### src/rtl/big_number_sorter.sv
// Descending batch sorter: loads DEPTH bytes, bubble-sorts them in place through a
// single compare-swap stage on a fixed schedule, then drains them largest-first.

module big_number_first (
  input  logic [7:0] aIn,
  input  logic [7:0] bIn,
  output logic [7:0] aOut,
  output logic [7:0] bOut
);
  // Swap only on strictly greater so equal pairs pass through unchanged.
  logic w_swap;
  assign w_swap = (bIn > aIn);
  assign aOut   = w_swap ? bIn : aIn;
  assign bOut   = w_swap ? aIn : bIn;
endmodule

module big_number_sorter #(
  parameter int DEPTH = 4
) (
  input  logic       clk,
  input  logic       rst_n,
  input  logic       in_valid,
  output logic       in_ready,
  input  logic [7:0] in_data,
  output logic       out_valid,
  input  logic       out_ready,
  output logic [7:0] out_data,
  output logic       out_last,
  output logic       busy
);
  localparam int CW = (DEPTH > 2) ? $clog2(DEPTH) : 1;
  localparam logic [CW-1:0] LAST     = CW'(DEPTH - 1);
  localparam logic [CW-1:0] IDX_LAST = CW'(DEPTH - 2);

  localparam logic [1:0] S_LOAD  = 2'd0;
  localparam logic [1:0] S_SORT  = 2'd1;
  localparam logic [1:0] S_DRAIN = 2'd2;

  logic [1:0]            r_state;
  logic [DEPTH-1:0][7:0] r_slot;
  logic [CW-1:0]         r_load_cnt;
  logic [CW-1:0]         r_idx;
  logic [CW-1:0]         r_pass;
  logic [CW-1:0]         r_out_cnt;

  logic [CW-1:0] w_idx1;
  logic [7:0]    w_a_in, w_b_in, w_a_out, w_b_out;

  assign w_idx1 = r_idx + 1'b1;
  assign w_a_in = r_slot[r_idx];
  assign w_b_in = r_slot[w_idx1];

  big_number_first u_cmp (
    .aIn  (w_a_in),
    .bIn  (w_b_in),
    .aOut (w_a_out),
    .bOut (w_b_out)
  );

  // Handshake-facing outputs depend on registers only.
  assign in_ready  = (r_state == S_LOAD);
  assign out_valid = (r_state == S_DRAIN);
  assign busy      = (r_state == S_SORT) || (r_state == S_DRAIN);
  assign out_last  = (r_state == S_DRAIN) && (r_out_cnt == LAST);
  assign out_data  = (r_state == S_DRAIN) ? r_slot[r_out_cnt] : 8'h00;

  always_ff @(posedge clk or negedge rst_n) begin
    if (!rst_n) begin
      r_state    <= S_LOAD;
      r_slot     <= '0;
      r_load_cnt <= '0;
      r_idx      <= '0;
      r_pass     <= '0;
      r_out_cnt  <= '0;
    end else begin
      case (r_state)
        S_LOAD: begin
          if (in_valid) begin
            r_slot[r_load_cnt] <= in_data;
            if (r_load_cnt == LAST) begin
              r_load_cnt <= '0;
              r_state    <= S_SORT;
            end else begin
              r_load_cnt <= r_load_cnt + 1'b1;
            end
          end
        end
        S_SORT: begin
          r_slot[r_idx]  <= w_a_out;
          r_slot[w_idx1] <= w_b_out;
          if (r_idx == IDX_LAST) begin
            r_idx <= '0;
            if (r_pass == IDX_LAST) begin
              r_pass  <= '0;
              r_state <= S_DRAIN;
            end else begin
              r_pass <= r_pass + 1'b1;
            end
          end else begin
            r_idx <= w_idx1;
          end
        end
        S_DRAIN: begin
          if (out_ready) begin
            if (r_out_cnt == LAST) begin
              r_out_cnt <= '0;
              r_state   <= S_LOAD;
            end else begin
              r_out_cnt <= r_out_cnt + 1'b1;
            end
          end
        end
        default: r_state <= S_LOAD;
      endcase
    end
  end
endmodule

### config.mk
export PLATFORM = sky130hd
export DESIGN_NAME = big_number_sorter
export DESIGN_NICKNAME = d
export VERILOG_FILES = /design/src/rtl/big_number_sorter.sv
export SDC_FILE = /design/constraint.sdc
export NUM_CORES = 1
export LEC_CHECK = 0
export ABC_AREA = 1
export BUFFER_PORTS_ARGS = -buffer_cell sky130_fd_sc_hd__buf_2
export CAP_MARGIN = 5
export CORE_UTILIZATION = 55
export CTS_CLUSTER_SIZE = 10
export DETAILED_ROUTE_END_ITERATION = 7
export GPL_ROUTABILITY_DRIVEN = 0
export PLACE_DENSITY = 0.78
export SETUP_SLACK_MARGIN = 0.05
export SYNTH_ARGS = -nofsm -noshare
export SYNTH_HDL_FRONTEND = slang
export SYNTH_HIERARCHICAL = 1
export SYNTH_SLANG_ARGS = --single-unit
### constraint.sdc
create_clock -name clk -period 5.5 [get_ports clk]
set_clock_uncertainty 0.2 [all_clocks]
set_input_delay 1.1 -clock clk [delete_from_list [all_inputs] [get_ports clk]]
set_output_delay 1.1 -clock clk [all_outputs]
set_load 0.005 [all_outputs]
# Yosys cells after proc, flatten, opt, wreduce, memory -nomap -nowiden
# Cells that the tools add are included.
dict set report word_totals {
  reg_bits 42
  latch_bits 0
  ramBits 0
  rom_bits 0
  input_bits 12
  output_inout_bits 12
  wordCells 76
  memories 0
}
dict set report classes {
  add_sub_neg 4
  multipliers 0
  div 0
  magnitude_cmp 8
  eq_ne 12
  shift 0
  muxes 31
  bitwise 0
  n_reduce_logical 12
}
# operator n
set ops {}
lappend ops {{32-bit bitwise mux} 3}
lappend ops {{8-bit two-way mux} 9}
lappend ops {{32-bit one-hot mux with 2 select lines} 1}
lappend ops {{8-bit binary-select mux with 2-bit select} 3}
lappend ops {{8-bit demux with 2-bit select} 3}
lappend ops {{32-bit two-way mux} 1}
lappend ops {{2-bit two-way mux} 10}
lappend ops {{2-bit by 3-bit less-than comparator with 1-bit output, second input constant} 4}
lappend ops {{2-bit equality test, second input constant} 5}
lappend ops {{2-bit by 1-bit != test with 1-bit output, second input constant} 5}
lappend ops {{2-bit by 1-bit adder with 2-bit output, second input constant} 4}
lappend ops {{8-bit greater-than comparator} 1}
lappend ops {{2-bit AND reduction} 4}
lappend ops {{2-bit by 1-bit >= comparator with 1-bit output, second input constant} 3}
lappend ops {{2-bit one-hot mux with 3 select lines} 1}
lappend ops {{6-bit AND reduction} 1}
lappend ops {{1-bit logical AND} 4}
lappend ops {{2-bit by 1-bit equality test with 1-bit output, second input constant} 1}
lappend ops {{2-bit zero test} 1}
lappend ops {{2-bit != test, second input constant} 1}
lappend ops {{2-bit nonzero test} 1}
lappend ops {{1-bit logical OR} 1}

# Depth between registers and ports, before layout
# Gate-level depths: netlist of run 1.
dict set report depth {
  depth_word 8
  ltp_mapped 25
  ltp_nobuf 23
}

# By module
# The synthesis of run 1 kept the hierarchy.
# module n_inst cells_each area_each_um2 seq_area_each_um2
set by_module_without_submodules {}
lappend by_module_without_submodules {big_number_sorter 1 584 3577.2 1051.0}
lappend by_module_without_submodules {big_number_first 1 87 541.8 0.0}

# Worst setup path before layout of run 1
# OpenSTA, ideal clock, no wires.
dict set report synth_timing {
  path_kind {register to register}
  start {register r_idx[1]}
  end {register r_slot[12] (netlist bit)}
  setup_ns 0.065
  arrival_ns 2.994
  required_time_ns 5.235
  setup_slack_ns 2.241
  stages_incl_launch_ff 20
  path_buffers 1
  period_less_slack_ns 3.259
  cell_sequence {dfrtp_1 -> clkinv_1 -> ha_1 -> inv_1 -> o21ai_0 -> o21ai_0 -> ha_1 -> a21o_1 -> nor2_2 -> nand2_4 -> nand2_4 -> buf_12 -> nand2_2 -> nand2_2 -> nand3_1 -> nand2_1 -> nand2_1 -> nand2_1 -> nand2_1 -> nand2_1}
}
dict set report synth_between {
  elab_chain_cells 8
  elab_cells_between_ends 21
  classes_between {add/sub: 1; order compare: 5; mux: 13; reduce/logical: 2}
}
# element line_no
set synth_rtl {}
lappend synth_rtl {{start: declaration} 42} ;# logic [CW-1:0] r_idx;
lappend synth_rtl {{start signal: assignment} 100} ;# r_idx <= w_idx1;
lappend synth_rtl {{2-bit by 1-bit adder with 2-bit output} 49} ;# assign w_idx1 = r_idx + 1'b1;
lappend synth_rtl {{8-bit binary-select mux with 2-bit select} 51} ;# assign w_b_in = r_slot[w_idx1];
lappend synth_rtl {{8-bit two-way mux (not written as such)} 51}
lappend synth_rtl {{net w_b_in[7]} 47} ;# logic [7:0] w_a_in, w_b_in, w_a_out, w_b_out;
lappend synth_rtl {{8-bit greater-than comparator} 12} ;# assign w_swap = (bIn > aIn);
lappend synth_rtl {{8-bit two-way mux} 13} ;# assign aOut = w_swap ? bIn : aIn;
lappend synth_rtl {{net w_a_out[4]} 47}
lappend synth_rtl {{32-bit bitwise mux} 89} ;# r_slot[r_idx] <= w_a_out;
lappend synth_rtl {{32-bit bitwise mux} 90} ;# r_slot[w_idx1] <= w_b_out;
lappend synth_rtl {{32-bit one-hot mux with 2 select lines} 76} ;# case (r_state)
lappend synth_rtl {{end signal: indexed assignment} 79} ;# r_slot[r_load_cnt] <= in_data;
lappend synth_rtl {{end signal: indexed assignment} 89}
lappend synth_rtl {{end signal: indexed assignment} 90}
lappend synth_rtl {{end: declaration} 40} ;# logic [DEPTH-1:0][7:0] r_slot;
# The timed path passes the listed nets, and every way through them passes these cells. The select of a mux whose other input is x is not followed.
# A chain may end at the register's enable or synchronous reset.

# Final worst setup path of run 1
dict set report layout_timing {
  start {register r_idx[1]}
  end {register r_slot[23] (netlist bit)}
}
dict set report layout_between {
  elab_chain_cells 8
  elab_cells_between_ends 21
  classes_between {add/sub: 1; order compare: 5; mux: 13; reduce/logical: 2}
}
# element line_no
set layout_rtl {}
lappend layout_rtl {{2-bit by 1-bit adder with 2-bit output *} 49}
lappend layout_rtl {{8-bit binary-select mux with 2-bit select *} 51}
lappend layout_rtl {{8-bit two-way mux (not written as such) *} 51}
lappend layout_rtl {{net w_b_in[7]} 47}
lappend layout_rtl {{8-bit greater-than comparator} 12}
lappend layout_rtl {{8-bit two-way mux *} 13}
lappend layout_rtl {{net w_a_out[7]} 47}
lappend layout_rtl {{32-bit bitwise mux *} 89}
lappend layout_rtl {{32-bit bitwise mux *} 90}
lappend layout_rtl {{32-bit one-hot mux with 2 select lines *} 76}
# The timed path passes the listed nets; every way through them passes the cells marked *. The select of a mux whose other input is x is not followed.

==> metrics.yaml, run 1 <==
synth-compound-area-share_pct: 11.42
vias_per_cell: 5.769
layout.nets: 711
portBuffers: 23
die_h_um: 88.54
numCtsBuffers: 5
track_usage_pct: 34.22
postRouteAntennaNets: 0
antenna_found_initial: 0
yosys_warnings: 6
ys_top_cells_by_area: "dfrtp_1, nand2_1, nand3_1, ha_1, o21ai_0"
wl_um: 12600
synth.most_common_cell: "nand2_1"
cts_tree: "built"
clk_pin_slew_worst_paths_ns: 0.09
die_area_sq_mm: 0.007839
slew-limit-headroom_pct: 28.43
synth-edff-count: 0
synth_top_family_by_area: "simple AND/OR/NAND/NOR gates"
cp.required_ns: 5.54
final_cells: 772
postCtsHoldBufs: 0
cp_max_fo: 17
drc: 0
dp.cells: 764
fillers: 742
max_freq_ghz: 0.2268
setup-violations-final: 0
critical_path.endpoint_type: "register"
ioPinCount: 24
grt-ovfl-total: 0
crit_type: "reg -> reg"
synth-simple-area-share_pct: 46.23
grt_max_degree: 64
first_global_vias: 4016
clock-sinks: 42
tightest_slew_ns: 1.074
yosysTopAreaCell: "dfrtp_1"
synth_cells: 671
post_cts_resized: 0
ys_seq_area_share_pct: 25.52
status: "complete, no violations"
slew_viol_final: 0
wl_per_cell_um: 16.32
layout-drive-gt1-share_pct: 11.14
drtIter0Drc: 501
synth_top_area_share_pct: 25.52
die_w_um: 88.54
synth_xor_area_share_pct: 0
timing.final.crit_period_ns: 4.409
syn_nets: 710
synth_adder_area_share_pct: 8.202
finalHoldViolations: 0
insertion_delay_ns: 0.30
htreeDepth: 2
synthFlopType: "dfrtp_1"
synth_cell_types: 26
vias: 4454
rsz0062_at_grt: "no"
clock_path_buffers: 2
ys_ff_latch: 42
cts_root_buf: "clkbuf_8"
async_reset_ff_share_pct: 100.0
crit_arrival_ns: 4.45
cts_setup_buffers: 0
worst_setup_path_start_kind: "register"
synthMuxAreaShare_pct: 0
first_pass_iters: 5
hold_path.class: "reg -> reg"
max_cap_violations: 0
grt_pass1_wl_um: 20270
dp_hpwl_um: 9310
synth.avg_cell_area_sq_um: 6.139
fp-row-count: 31
period_share_pct: 80.16
yosys-top-cells-count: "nand2_1, nand3_1, nor2_1"
start_util_pct: 56.79
core_area_sq_mm: 0.007253
diodes: 0
area_growth_pct: 4.283
netlist_area_sq_mm: 0.004119
fin_setup_tns_ns: 0
cell usage in the layout (no fill, tap or decap), types with 2 or more instances in the layout:
cell type	synthesis	layout
buf_2	22	23
nor2_4	5	5
or2_2	3	3
nor2_1	73	73
inv_1	41	41
nand3_1	76	76
nand4_1	15	15
o22ai_1	15	15
buf_4	3	2
ha_1	27	26
nand2_1	236	236
o21ai_0	57	57
clkbuf_8	0	6
nand2_4	2	2
dfrtp_1	42	42
a21oi_1	12	12
nand2_2	22	22
inv_2	7	7
per-stage QoR:
step / hold WS [ns] / setup slack, ns / cell area (sq um) / util [%]
after floorplan: 0.2711 / 2.241 / 4119 / -
after global placement: 0.2952 / 1.476 / 4204 / 57.96
after detailed placement: 0.3035 / 1.306 / 4204 / 57.96
after CTS: 0.3260 / 1.279 / 4295 / 59.22
after global routing: 0.3499 / 0.7734 / 4295 / 59.22
final: 0.3322 / 1.091 / 4295 / 59.22
critical path, cell delays in order (launching register included):
cell	delay (ns)
dfrtp_1	0.62
clkinv_1	0.46
ha_1	0.51
inv_1	0.21
o21ai_0	0.11
o21ai_0	0.45
ha_1	0.36
a21o_1	0.20
nor2_2	0.15
nand2_4	0.15
nand2_4	0.22
nand2_1	0.08
nand2_1	0.16
nand3_1	0.11
nand2_1	0.10
nand2_1	0.05
nand2_1	0.10
nand2_1	0.05
nand2_1	0.06
metal layers:
metal / global-route usage (%) / wire, um
met5: 0 / 0
met3: 5.224 / 1378
met2: 52.03 / 5557
met4: 13.20 / 326
met1: 48.87 / 5334
area by class of cell:
class                           instances  area (sq um)  area share (%)
Clock buffer                            7         86.33           2.010
Inverter                               49         183.9           4.282
Tap cell                               99         123.9           2.884
Clock inverter                          1         5.005          0.1165
Sequential cell                        42          1051           24.47
Multi-Input combinational cell        549          2715           63.21
Timing Repair Buffer                   25         130.1           3.029
cells by family (layout without fill, tap and decap cells):
logic type	after synthesis	in the layout
compound gates	87	87
buf+inv	80	82
flops	42	42
simple gates	435	435
fa+ha+maj	27	27
worst paths after layout:
path / depth (start not counted) / startpoint / slack (ns) / to
hold reg to reg: 2 / r_slot[31] / 0.33 / r_slot[31]
min in group asynchronous: 1 / rst_n / 0.75 / r_slot[1]
max in group asynchronous: 1 / rst_n / 3.74 / r_slot[20]
setup reg to reg: 18 / r_idx[1] / 1.09 / r_slot[23]
setup / recovery: 18 / r_idx[1] / 1.09 / r_slot[23]
hold / removal: 2 / r_slot[31] / 0.33 / r_slot[31]
state kept, by name, indices dropped and copies added, names as in the netlist:
register and cells:
r_state 2, r_load_cnt 2, r_pass 2, r_slot 32, r_out_cnt 2, r_idx 2
Power of run 1 is not shown: default switching activity piles up to over one toggle a cycle in this logic, so the estimate is an artifact.
==> inputs of run 2 (changes only) <==
--- a/config.mk
+++ b/config.mk
@@ -5,7 +5,7 @@
 export SDC_FILE = /design/constraint.sdc
 export NUM_CORES = 1
 export LEC_CHECK = 0
-export ABC_AREA = 1
+export ABC_AREA = 0
 export BUFFER_PORTS_ARGS = -buffer_cell sky130_fd_sc_hd__buf_2
 export CAP_MARGIN = 5
 export CORE_UTILIZATION = 55
==> constraint.sdc (replaced) <==
create_clock -name clk -period 4.4 [get_ports clk]
set_clock_uncertainty 0.2 [all_clocks]
set_input_delay 0.88 -clock clk [delete_from_list [all_inputs] [get_ports clk]]
set_output_delay 0.88 -clock clk [all_outputs]
set_load 0.005 [all_outputs]
==> run 2 against run 1 <==
Against the previous run: sequential share of layout area grew 1.7 points; flip-flop and latch count is the same; worst hold slack gained 0.0042 ns; synthesized cell count shrank 48%; design area shrank 6.6%; routed wire length shrank 26%; first-iteration DRC count shrank 46%; largest cell class unchanged.
==> metrics.yaml, run 2 <==
tightest_slew_ns: 0.9657  # was 1.074 ns
yosysTopAreaCell: "dfrtp_1"  # unchanged
grt_max_degree: 43  # was 64
synth_cell_types: 45  # was 26
final_cell_mix: "dfrtp_1, mux2_2, inv_1"  # was nand2_1, nand3_1, nor2_1
first_global_vias: 2939  # was 4016
layout-drive-gt1-share_pct: 32.40  # was 11.14%
synth_top_family_by_area: "multiplexers"  # was simple AND/OR/NAND/NOR gates
largest_register_ffs: 32  # unchanged
cts_setup_buffers: 0  # unchanged
dp_hpwl_um: 6221  # was 9310 um
drc: 0  # unchanged
synth-edff-count: 0  # unchanged
status: "complete, no violations"  # unchanged
area_growth_pct: 5.388  # was 4.283%
die_area_sq_mm: 0.007262  # was 0.007839 sq mm
crit_chain: "inv_1 -> ha_1 -> buf_4 -> mux4_2 -> ha_1 -> a21oi_1 -> a21oi_2 -> o22ai_4 -> mux2_2 -> nand3b_1 -> a31oi_1 -> mux2_2"  # was clkinv_1 -> ha_1 -> inv_1 -> o21ai_0 -> o21ai_0 -> ha_1 -> a21o_1 -> nor2_2 -> nand2_4 -> nand2_4 -> nand2_1 -> nand2_1 -> nand3_1 -> nand2_1 -> nand2_1 -> nand2_1 -> nand2_1 -> nand2_1
async_reset_ff_share_pct: 100.0  # unchanged
layout.nets: 397  # was 711
yosys-top-cells-count: "dfrtp_1, mux2_2, inv_1"  # was nand2_1, nand3_1, nor2_1
clock-sinks: 42  # unchanged
portBuffers: 23  # unchanged
synth_top_area_share_pct: 27.60  # was 25.52%
antenna_found_initial: 0  # unchanged
grt_pass1_wl_um: 14970  # was 20270 um
die_w_um: 85.22  # was 88.54 um
fin_setup_tns_ns: 0  # unchanged
synth-simple-area-share_pct: 14.59  # was 46.23%
drtIter0Drc: 271  # was 501
wl_per_cell_um: 21.33  # was 16.32 um
slew-limit-headroom_pct: 35.62  # was 28.43%
ys_ff_latch: 42  # unchanged
crit_type: "reg -> reg"  # unchanged
cp_max_fo: 16  # was 17
die_h_um: 85.22  # was 88.54 um
max_freq_ghz: 0.2414  # was 0.2268 GHz
insertion_delay_ns: 0.31  # was 0.30 ns
synthFlopType: "dfrtp_1"  # unchanged
htreeDepth: 2  # unchanged
track_usage_pct: 27.65  # was 34.22%
postCtsHoldBufs: 0  # unchanged
vias_per_cell: 6.724  # was 5.769
syn_nets: 385  # was 710
cts_root_buf: "clkbuf_8"  # unchanged
timing.final.crit_period_ns: 4.143  # was 4.409 ns
crit_arrival_ns: 4.14  # was 4.45 ns
post_cts_resized: 0  # unchanged
layout_commonest_cell: "dfrtp_1"  # was nand2_1
cp.required_ns: 4.40  # was 5.54 ns
start_util_pct: 58.31  # was 56.79%
vias: 2925  # was 4454
synth_adder_area_share_pct: 8.870  # was 8.202%
slew_viol_final: 0  # unchanged
synthMuxAreaShare_pct: 30.68  # was 0%
numCtsBuffers: 5  # unchanged
period_share_pct: 94.15  # was 80.16%
rsz0062_at_grt: "no"  # unchanged
synth.most_common_cell: "dfrtp_1"  # was nand2_1
wl_um: 9280  # was 12600 um
cpPeakStageDelay_ns: 0.56  # was 0.62 ns
clk_pin_slew_worst_paths_ns: 0.08  # was 0.09 ns
ioPinCount: 24  # unchanged
regMostFlops: "r_slot"  # unchanged
synth_cells: 346  # was 671
cts_tree: "built"  # unchanged
setup-violations-final: 0  # unchanged
clock_path_buffers: 2  # unchanged
finalHoldViolations: 0  # unchanged
synth.avg_cell_area_sq_um: 11.01  # was 6.139 sq um
yosys_warnings: 6  # unchanged
worst_setup_path_start_kind: "register"  # unchanged
first_pass_iters: 5  # unchanged
grt-ovfl-total: 0  # unchanged
fp-row-count: 29  # was 31
postRouteAntennaNets: 0  # unchanged
fillers: 545  # was 742
synth-compound-area-share_pct: 12.39  # was 11.42%
core_area_sq_mm: 0.006531  # was 0.007253 sq mm
hold_path.class: "reg -> reg"  # unchanged
max_cap_violations: 0  # unchanged
diodes: 0  # unchanged
ys_top_cells_by_area: "dfrtp_1, mux4_2, mux2_2, ha_1, nand3b_1"  # was dfrtp_1, nand2_1, nand3_1, ha_1, o21ai_0
synth_xor_area_share_pct: 0  # unchanged
critical_path.endpoint_type: "register"  # unchanged
ys_seq_area_share_pct: 27.60  # was 25.52%
cpMaxStageDelayCell: "o22ai_4"  # was dfrtp_1
netlist_area_sq_mm: 0.003809  # was 0.004119 sq mm
## run 2: cell type report
class,instances,area (sq um),area share (%)
clock buffers,7,76.32,1.901
inverters,29,108.9,2.712
multi-input cells,253,2536,63.19
flip-flops and latches,42,1051,26.18
well taps,77,96.34,2.400
repair buffers,27,145.1,3.616
## run 2: cell families (layout without fill, tap and decap cells)
logic type | after synthesis | after routing
mux | 77 | 77
buf+inv | 51 | 63
compound gates | 52 | 52
fa+ha+maj | 27 | 27
simple gates | 97 | 97
flops | 42 | 42
## run 2: path summary, 6_finish.rpt
kind	startpoint	end	slack (ns)	cells after the start
setup / recovery	r_idx[1]	r_slot[18]	0.26	12
hold / removal	r_pass[1]	r_pass[1]	0.34	2
setup reg to reg	r_idx[1]	r_slot[18]	0.26	12
hold reg to reg	r_pass[1]	r_pass[1]	0.34	2
max in group asynchronous	rst_n	r_slot[15]	2.88	1
min in group asynchronous	rst_n	r_slot[13]	0.52	1
## run 2: critical path: cells and delay by family (launching register included)
kind                     cells  cell delay (ns)
AO/OA/AOI/OAI                4             0.93
adder cells (fa/ha/maj)      2             0.86
buffers and inverters        2             0.32
flip-flops                   1             0.35
multiplexers                 3             1.27
AND/OR/NAND/NOR              1             0.10
## run 2: metrics by stage
step           util (%)  instance area, sq um  hold slack, ns  setup slack, ns  instances
2_1_floorplan         -                  3810          0.2826           0.2112        346
3_3_place_gp      60.29                  3938          0.3083           0.4223        428
3_5_place_dp      60.29                  3938          0.3197           0.2952        428
4_1_cts           61.46                  4014          0.3345           0.2828        435
5_1_grt           61.46                  4014          0.3666          0.08718        435
6_report          61.46                  4014          0.3364           0.2573        435
## run 2: layer usage
metal / vias up / share of wire [%] / global-route usage [%]
met4: 0 / 3.4 / 12.48
met1: 1465 / 42 / 36.54
li1: 1312 / - / -
met5: - / 0 / 0
met2: 123 / 48 / 45.75
met3: 25 / 6.4 / 3.405
Power of run 2 is left out for the same reason.
